$ cat config.mk
export PLATFORM = sky130hd
export DESIGN_NAME = stim_sequencer
export DESIGN_NICKNAME = d
export VERILOG_FILES = /design/src/rtl/stim_sequencer.sv
export SDC_FILE = /design/constraint.sdc
export NUM_CORES = 1
export LEC_CHECK = 0
export ABC_AREA = 1
export ABC_CLOCK_PERIOD_IN_PS = 5200
export BUFFER_PORTS_ARGS = -buffer_cell sky130_fd_sc_hd__clkbuf_2
export CORE_AREA = 2 2 138 275
export CTS_CLUSTER_DIAMETER = 50
export DETAILED_ROUTE_END_ITERATION = 10
export DIE_AREA = 0 0 140 277
export PLACE_DENSITY = 0.65
export SLEW_MARGIN = 20
export SYNTH_ARGS = -nofsm -noshare
export SYNTH_HDL_FRONTEND = slang
export SYNTH_SLANG_ARGS = --single-unit
export TNS_END_PERCENT = 100
$ cat constraint.sdc
create_clock -name clk -period 5.2 [get_ports clk]
set_input_delay 0.78 -clock clk [delete_from_list [all_inputs] [get_ports clk]]
set_output_delay 0.78 -clock clk [all_outputs]
set_load 0.02 [all_outputs]
$ cat src/rtl/stim_sequencer.sv
// stim_sequencer: plays a stored {btn, sw, hold} script onto board stimulus pins; `STIM_SYNC_MON_EN adds VGA sync counters.
// Latency: start/abort/step changes appear on the edge after they are sampled; every output is registered.
// Backpressure: none; script writes attempted while running are dropped and flagged on wr_err.
module stim_sequencer #(
    parameter int N_BTN  = 4,
    parameter int N_SW   = 1,
    parameter int DEPTH  = 16,
    parameter int HOLD_W = 16,
    parameter int SW_RST = 1,
    parameter int CNT_W  = 16,
    localparam int AW    = $clog2(DEPTH)
) (
    input  logic              clk,
    input  logic              rst_n,
    input  logic              start,
    input  logic              abort,
    input  logic              loop_en,
    input  logic              wr_en,
    input  logic [AW-1:0]     wr_addr,
    input  logic [N_BTN-1:0]  wr_btn,
    input  logic [N_SW-1:0]   wr_sw,
    input  logic [HOLD_W-1:0] wr_hold,
    input  logic              wr_last,
    output logic [N_BTN-1:0]  btn,
    output logic [N_SW-1:0]   sw,
    output logic              busy,
    output logic              done,
    output logic [AW-1:0]     step_idx,
    output logic              wr_err,
    input  logic              vga_hs,
    input  logic              vga_vs,
    output logic [CNT_W-1:0]  hs_count,
    output logic [CNT_W-1:0]  vs_count
);

    typedef enum logic [1:0] {IDLE, RUN, DONE} state_t;

    typedef struct packed {
        logic [N_BTN-1:0]  btn;
        logic [N_SW-1:0]   sw;
        logic [HOLD_W-1:0] hold;
        logic              last;
    } entry_t;

    localparam logic [N_SW-1:0] SW_RST_V = N_SW'(SW_RST);
    localparam logic [AW-1:0]   LAST_IDX = AW'(DEPTH - 1);

    entry_t            script_mem [DEPTH];
    state_t            state, state_nxt;
    logic [HOLD_W-1:0] hold_cnt, hold_nxt;
    logic [N_BTN-1:0]  btn_nxt;
    logic [N_SW-1:0]   sw_nxt;
    logic [AW-1:0]     step_nxt;
    logic [AW-1:0]     rd_addr;
    entry_t            wr_entry, rd_entry;
    logic              wr_ok, load, wrap, cur_last;

    assign wr_entry = {wr_btn, wr_sw, wr_hold, wr_last};
    assign wr_ok    = wr_en && (state != RUN);
    assign cur_last = script_mem[step_idx].last;

    always_ff @(posedge clk) begin
        if (wr_ok) begin
            script_mem[wr_addr] <= wr_entry;
        end
    end

    // Next-state decision; load/wrap tell the datapath which entry to fetch.
    always_comb begin
        state_nxt = state;
        load      = 1'b0;
        wrap      = 1'b0;
        if (abort) begin
            state_nxt = IDLE;
        end else begin
            case (state)
                IDLE, DONE: begin
                    if (start) begin
                        state_nxt = RUN;
                        load      = 1'b1;
                        wrap      = 1'b1;
                    end
                end
                RUN: begin
                    if (hold_cnt == '0) begin
                        if (!cur_last && step_idx != LAST_IDX) begin
                            load = 1'b1;
                        end else if (loop_en) begin
                            load = 1'b1;
                            wrap = 1'b1;
                        end else begin
                            state_nxt = DONE;
                        end
                    end
                end
                default: state_nxt = IDLE;
            endcase
        end
    end

    // A write in the same cycle as start is forwarded so the fresh entry is what gets loaded.
    assign rd_addr  = wrap ? '0 : step_idx + 1'b1;
    assign rd_entry = (wr_ok && wr_addr == rd_addr) ? wr_entry : script_mem[rd_addr];

    always_comb begin
        btn_nxt  = btn;
        sw_nxt   = sw;
        step_nxt = step_idx;
        hold_nxt = hold_cnt;
        if (abort) begin
            btn_nxt  = '0;
            sw_nxt   = SW_RST_V;
            step_nxt = '0;
        end else if (load) begin
            btn_nxt  = rd_entry.btn;
            sw_nxt   = rd_entry.sw;
            step_nxt = rd_addr;
            hold_nxt = rd_entry.hold;
        end else if (state == RUN && hold_cnt != '0) begin
            hold_nxt = hold_cnt - 1'b1;
        end
    end

    always_ff @(posedge clk) begin
        if (!rst_n) begin
            state    <= IDLE;
            btn      <= '0;
            sw       <= SW_RST_V;
            step_idx <= '0;
            hold_cnt <= '0;
            busy     <= 1'b0;
            done     <= 1'b0;
            wr_err   <= 1'b0;
        end else begin
            state    <= state_nxt;
            btn      <= btn_nxt;
            sw       <= sw_nxt;
            step_idx <= step_nxt;
            hold_cnt <= hold_nxt;
            busy     <= (state_nxt == RUN);
            done     <= (state_nxt == DONE);
            wr_err   <= wr_en && (state == RUN);
        end
    end

`ifdef STIM_SYNC_MON_EN
    logic hs_q, hs_prev, vs_q, vs_prev, start_ok;

    assign start_ok = start && !abort && (state != RUN);

    // Syncs idle high, so the edge-detect flops reset to 1 to avoid a phantom edge.
    always_ff @(posedge clk) begin
        if (!rst_n) begin
            hs_q     <= 1'b1;
            hs_prev  <= 1'b1;
            vs_q     <= 1'b1;
            vs_prev  <= 1'b1;
            hs_count <= '0;
            vs_count <= '0;
        end else begin
            hs_q    <= vga_hs;
            hs_prev <= hs_q;
            vs_q    <= vga_vs;
            vs_prev <= vs_q;
            if (start_ok) begin
                hs_count <= '0;
                vs_count <= '0;
            end else begin
                if (busy && hs_prev && !hs_q && hs_count != '1) begin
                    hs_count <= hs_count + 1'b1;
                end
                if (busy && vs_prev && !vs_q && vs_count != '1) begin
                    vs_count <= vs_count + 1'b1;
                end
            end
        end
    end
`else
    logic unused_sync;
    assign unused_sync = vga_hs ^ vga_vs;
    assign hs_count    = '0;
    assign vs_count    = '0;
`endif

endmodule

==> metrics.cfg, run 1 <==
[global_route]
grt_max_degree=143
overflow=0
grt_pass1_wl_microns=65200
grt_pass1_vias=11100
grt_usage=0.221
antenna_found_initial=2

[timing]
setup_ws_ns=1.44
rsz0062_at_grt=false
relSlewSlack=0.266
fin_setup_tns_ns=0
drv_slew=0
holdWs_ns=0.471
fin_skew_ns=0.0215
tightest_slew_ns=1.10
min_period_ns=3.76
timing.fmax_mhz=266
fin_crit_sh=0.724
setup_viol=0
hold_viol=0

[logic_synthesis]
synthesis.area_sq_um=17400
synth_cell_types=34
syn_avg_cell_area_sq_um=10.5
ys_seq_area_frac=0.645
synth_cells=1658
ys_ff_latch=386
yosysWarnings=0

[pwr]
power_mw=6.59
p_per_area_nw_per_um2=347
peakVddDrop_mv=0.312
leakagePower_nw=7.67

[final_layout]
final_nets=1714
final_core_util=0.515
area_delta_synth_final_pct=8.98
drive_gt1_frac=0.120
diodes=0
fillers=3238
regArea_sq_um=11300
multiInputGateArea_sq_um=4690

[placement]
gp_congestion=0.874
portBuffers=43
pre_cts_ws_ns=1.49
hpwl_microns=24700

[routing]
drc_errors=0
initialDrtViolationCount=952
finalWirelength_microns=43100
vias=11600
wl_per_cell_microns=20.0
drt_pass1_iterations=7
antenna_left=0
vias_per_cell=5.38

[status]
status=finished, final reports clean

[die]
die_height_microns=277
dieWidth_microns=140
ioPinCount=78
row_count=100
core_sq_um=36900
fp.dieArea_sq_um=38800
initial_core_util=0.473

[cts]
holdBufCountCts=0
clockBufferDepth=3
cts_buffers=36
ctsRootBufferMaster=clkbuf_16
post_cts_buffers=0
clk_latency_ns=0.55
cts_tree=done
clock-sinks=386
path_clk_slew_ns=0.06
cts.repair.resized=0
h-tree-depth=2

[critical_path]
cp_data_required_time_ns=5.62
cp_max_fo=42
rr_startpoint=hold_cnt[0]$_SDFFE_PN0P_
critPathArrivalTime_ns=4.18
rr_worst_depth=18
crit_type=reg -> reg
rrSetupSlack_ns=1.44
r2r-end=hold_cnt[8]$_SDFFE_PN0P_
critPathCaptureType=register
cp-start-kind=register

[job]
cap_violations=0

[worst_hold_path]
holdPathEnd=btn[0]$_SDFFE_PP0P_
min_path_type=reg -> reg
hp-start=btn[0]$_SDFFE_PP0P_
min_path_cells=2

[synth_stat cells, drive strengths merged]
| cell type | n | area, sq um |
|---|---|---|
| edfxtp | 352 | 10600 |
| nand3 | 347 | 1740 |
| inv | 233 | 877 |
| nand2 | 189 | 739 |
| nor2 | 130 | 488 |
| buf | 85 | 636 |
| o21ai | 71 | 355 |
| a21oi | 45 | 229 |
| or2 | 45 | 284 |
| nand3b | 41 | 308 |
| clkbuf | 40 | 150 |
| dfxtp | 34 | 681 |
| o2111ai | 20 | 175 |
| xor2 | 8 | 70.1 |
| nor3 | 4 | 25.0 |
| o211ai | 4 | 30.0 |
| ha | 3 | 37.5 |
| clkinv | 2 | 7.51 |
| nand4 | 2 | 12.5 |
| a21boi | 1 | 18.8 |
| conb | 1 | 3.75 |
| xnor2 | 1 | 8.76 |
[kinds of logic (layout without fill, tap and decap cells)]
kind of cell               after synthesis  in the layout  synth area share
DFF                                    386            386             0.645
AOI/OAI and AO/OA                      141            141            0.0463
buffers and inverters                  360            374            0.0957
xor gates and xnor gates                 9              9           0.00452
adders and majority gates                3              3           0.00215
other                                    1             32          0.000215
and+or+nand+nor                        758            758             0.206
[per-stage QoR]
step / instances / cell area, sq um
6_report: 2162 / 19000
5_1_grt: 2162 / 19000
4_1_cts: 2162 / 19000
3_5_place_dp: 2098 / 17900
3_3_place_gp: 2098 / 17900
2_1_floorplan: 1689 / 17600
[registers in the layout (all words and copies together), names as in the netlist, named ones only]
name,cells
step_idx,4
done,1
script_mem,352
busy,1
sw,1
state,2
wr_err,1
btn,4
hold_cnt,16
[worst max-delay path by stage]
stage,startpoint,endpoint,slack (ns),cells past startpoint
floorplan,wr_en,script_mem[0][0]$_DFFE_PP_,2.66,4
global placement,hold_cnt[0]$_SDFFE_PN0P_,hold_cnt[5]$_SDFFE_PN0P_,1.55,18
detailed placement,hold_cnt[0]$_SDFFE_PN0P_,hold_cnt[8]$_SDFFE_PN0P_,1.49,18
CTS,hold_cnt[0]$_SDFFE_PN0P_,hold_cnt[8]$_SDFFE_PN0P_,1.47,18
global route,hold_cnt[0]$_SDFFE_PN0P_,hold_cnt[4]$_SDFFE_PN0P_,1.21,18
finish,hold_cnt[0]$_SDFFE_PN0P_,hold_cnt[8]$_SDFFE_PN0P_,1.44,18
[layer usage]
metal	up-vias	track usage	wire, microns	share of wire
met5	-	0	33	0.00076
met4	4	0.0873	1440	0.033
met3	80	0.0320	2360	0.055
met2	365	0.384	21800	0.51
met1	5587	0.278	17500	0.40
li1	5603	-	-	-
[critical path, cell delays in order, from the launching register on]
cell     delay [ns]
dfxtp_1        0.31
inv_1          0.11
ha_1           0.20
nand4_1        0.12
nor3_2         0.40
nand2_1        0.12
nor2_1         0.11
nand2_1        0.07
nand2_2        0.11
nand2_4        0.12
nand2_1        0.09
buf_4          0.40
o21ai_0        0.15
nor2_1         0.15
nand2_2        0.55
o21ai_1        0.35
inv_1          0.07
nand2_1        0.11
a21oi_1        0.07
[placed cells by master (no fill, tap or decap), types with 2 or more instances in the layout]
cell type	synthesis	final
xor2_1	8	8
a21oi_1	44	44
clkinv_2	0	9
inv_2	3	3
o211ai_1	4	4
clkbuf_2	0	43
nand2_4	3	4
nand2_1	183	183
o2111ai_1	20	20
bufinv_16	0	3
o21ai_1	20	20
edfxtp_1	352	352
conb_1	1	32
clkinv_4	0	2
nor3_1	3	3
nand2_2	3	2
buf_4	47	31
nand3b_1	41	41
o21ai_0	51	51
nor2_2	0	17
nand4_1	2	2
clkbuf_1	40	7
clkinv_1	2	5
dfxtp_1	34	34
nor2_1	130	113
ha_1	3	3
nand3_1	346	346
clkbuf_16	0	37
or2_2	44	44
inv_1	229	229
[final cells by class]
class | instances | share of cell area
clock inverters | 19 | 0.00921
inverters | 235 | 0.0468
multi-input cells | 943 | 0.247
well taps | 459 | 0.0302
flip-flops and latches | 386 | 0.592
repair buffers | 75 | 0.0246
clock buffers | 45 | 0.0508
[power breakdown]
group / internal, mW / switching (mW)
logic: 0.152 / 0.396
clock network: 1.47 / 1.12
registers: 3.43 / 0.0195
Power figures use the tool's default switching activity.
==> run 2: changes to the inputs <==
Settings changed: ABC_CLOCK_PERIOD_IN_PS 5200 to 3200, PLACE_DENSITY 0.65 to 0.68.
Clock period 5.2 ns to 3.2 ns, I/O delays scaled along.
==> run 2 against run 1 <==
Final cell count rose by 1.8%. Flip-flop and latch count did not move. Count of clock-buffer cells in the layout rose by 4. The run now ends with DRC left. Sequential power rose by 63%. Critical endpoint is now hold_cnt[14]$_SDFFE_PN0P_. Register-to-register slack got worse by 1.2 ns. Fmax rose by 27%. Wire length rose by 1.8%. Global-route usage rose by 0.54 points. First-iteration DRC count rose by 2.3%.
==> metrics.cfg, run 2 (synthesized netlist as in run 1, its figures left out) <==
[critical_path]
cp_num_buf_inv=2  ; -1
cp-start-kind=register
slowest_delay_ns=0.41  ; -0.14 ns
cp_data_required_time_ns=3.61  ; -2.01 ns
critPathArrivalTime_ns=3.37  ; -0.81 ns
critPathCaptureType=register
crit_path_cell_trace=inv_1 -> ha_1 -> nand4_1 -> nor3_2 -> nand2_1 -> nor2_1 -> nand2_1 -> nand2_2 -> nand2_4 -> nand2_4 -> buf_4 -> nor2_1 -> o21ai_0 -> nand3_1 -> nand3_1 -> nand3_1 -> nand2_1 -> a21oi_1
path_delay_family=simple AND/OR/NAND/NOR gates
crit_type=reg -> reg
cp_max_fo=37  ; -12%
critical-path-slowest-cell=buf_4

[placement]
pre_cts_ws_ns=0.107  ; -1.38 ns
hpwl_microns=26900  ; +9.0%
gp_congestion=0.847  ; -3.1%
place_inst=2137  ; +1.9%
placed_cell_area_sq_um=18300  ; +2.3%
portBuffers=43  ; unchanged

[final_layout]
final_core_util=0.527  ; +0.0121
design_area_sq_um=19500  ; +2.3%
drive_gt1_frac=0.139  ; +0.0191
diodes=0  ; unchanged
area_delta_synth_final_pct=11.5
layout_commonest_cell=edfxtp_1
layout.cells.non_filler=2201  ; +1.8%
final_nets=1753  ; +2.3%
top_register=script_mem
layout_common_cells=352 x edfxtp_1, 346 x nand3_1, 228 x inv_1, 183 x nand2_1, 113 x nor2_1
reg_top3=script_mem (352), hold_cnt (16)
largest_register_ffs=352  ; unchanged
fillers=3176  ; -1.9%

[timing]
setup_viol=0  ; unchanged
setup_ws_ns=0.242  ; -1.19 ns
fin_skew_ns=0.0195  ; -0.00204 ns
fin_crit_sh=0.924  ; +0.201
relSlewSlack=0.543  ; +0.277
rsz0062_at_grt=false
fin_setup_tns_ns=0  ; unchanged
hold_viol=0  ; unchanged
timing.fmax_mhz=338  ; +27%
min_period_ns=2.96  ; -0.806 ns
holdWs_ns=0.197  ; -0.275 ns
tightest_slew_ns=0.685  ; -0.415 ns
drv_slew=0  ; unchanged

[status]
violations=DRC
status=finished, violations left

[pwr]
leakagePower_nw=7.89  ; +3.0%
power_mw=10.8  ; +63%
p_per_area_nw_per_um2=554  ; +60%
p_sw_mw=2.50  ; +63%
power_frac_comb=0.087  ; +0.004
p_int_mw=8.28  ; +64%
seqPwrFrac=0.521  ; -0.003
clockPowerShare=0.393  ; about the same
peakVddDrop_mv=0.598  ; +91%
switching_share=0.232  ; -0.00113

[global_route]
overflow=0  ; unchanged
grt_usage=0.227  ; +0.00537
grt_pass1_vias=11300  ; +1.1%
grt_max_degree=66  ; -54%
antenna_found_initial=2  ; unchanged
grt_pass1_wl_microns=66900  ; +2.6%

[die]
die_height_microns=277  ; unchanged
ioPinCount=78  ; unchanged
dieWidth_microns=140  ; unchanged
initial_core_util=0.473  ; unchanged
fp.dieArea_sq_um=38800  ; unchanged
core_sq_um=36900  ; unchanged
row_count=100  ; unchanged

[routing]
drt_pass1_iterations=10  ; +3
wl_per_cell_microns=20.0  ; about the same
vias=12000  ; +3.3%
initialDrtViolationCount=974  ; +2.3%
antenna_left=0  ; unchanged
vias_per_cell=5.46  ; +1.5%
finalWirelength_microns=43900  ; +1.8%
drc_errors=2  ; +2

[cts]
h-tree-depth=2  ; unchanged
cts_tree=done
cts_buffers=35  ; -2.8%
clockBufferDepth=3  ; unchanged
clk_latency_ns=0.53  ; -0.02 ns
ctsRootBufferMaster=clkbuf_16
clock-sinks=386  ; unchanged
path_clk_slew_ns=0.06  ; about the same
holdBufCountCts=0  ; unchanged

[worst_hold_path]
min_path_type=in -> reg

[job]
cap_violations=0  ; unchanged

run 2: changes by cell type in the layout (fill, tap and decap cells not counted):
cell,delta
buf_12,+11
buf_4,+29
clkbuf_1,+3
clkbuf_8,+1
clkinv_1,-1
clkinv_2,-6
clkinv_4,-1
clkinvlp_4,+4
inv_1,-1
run 2: power groups by stage:
stage | Clock, mW | Sequential (mW) | Combinational [mW]
finish | 4.23 | 5.61 | 0.935
global route | 4.46 | 5.61 | 1.03
CTS | 4.28 | 5.61 | 0.931
detailed placement | 0 | 5.72 | 0.924
global placement | 0 | 5.72 | 0.912
floorplan | 0 | 5.72 | 0.640
run 2: repair_timing:
action | 4_1_cts | 5_1_grt
setup endpoints to repair | 0 | 16
resized for setup | 0 | 1
buffers inserted | 0 | 1
run 2: metal layers:
layer	wire, microns	part of all wire	vias to the layer above	GRT usage
li1	-	-	5690	-
met1	17500	0.40	5790	0.300
met5	14	0.00032	-	0
met2	21900	0.50	444	0.384
met4	1470	0.033	2	0.0767
met3	3090	0.070	95	0.0323
run 2: path summary, 6_finish.rpt:
check                                         startpoint                         to  slack (ns)  cells after the start
worst max-delay path            hold_cnt[0]$_SDFFE_PN0P_  hold_cnt[14]$_SDFFE_PN0P_        0.24                     18
worst min-delay path                               wr_en          wr_err$_SDFF_PN0_        0.20                      3
worst max register to register  hold_cnt[0]$_SDFFE_PN0P_  hold_cnt[14]$_SDFFE_PN0P_        0.24                     18
worst min register to register       btn[1]$_SDFFE_PP0P_        btn[1]$_SDFFE_PP0P_        0.49                      2
run 2: cell type report:
cell class,count,area [sq um],share of cell area
Clock buffer,49,991,0.0509
Clock inverter,14,155,0.00797
Inverter,235,893,0.0459
Multi-Input combinational cell,943,4690,0.241
Sequential cell,386,11300,0.578
Tap cell,459,574,0.0295
Timing Repair Buffer,115,906,0.0465
run 2: tightest hold or removal path, delay by kind of cell:
family	cells	cell delay (ns)
buf+inv	2	0.15
simple gates	1	0.05
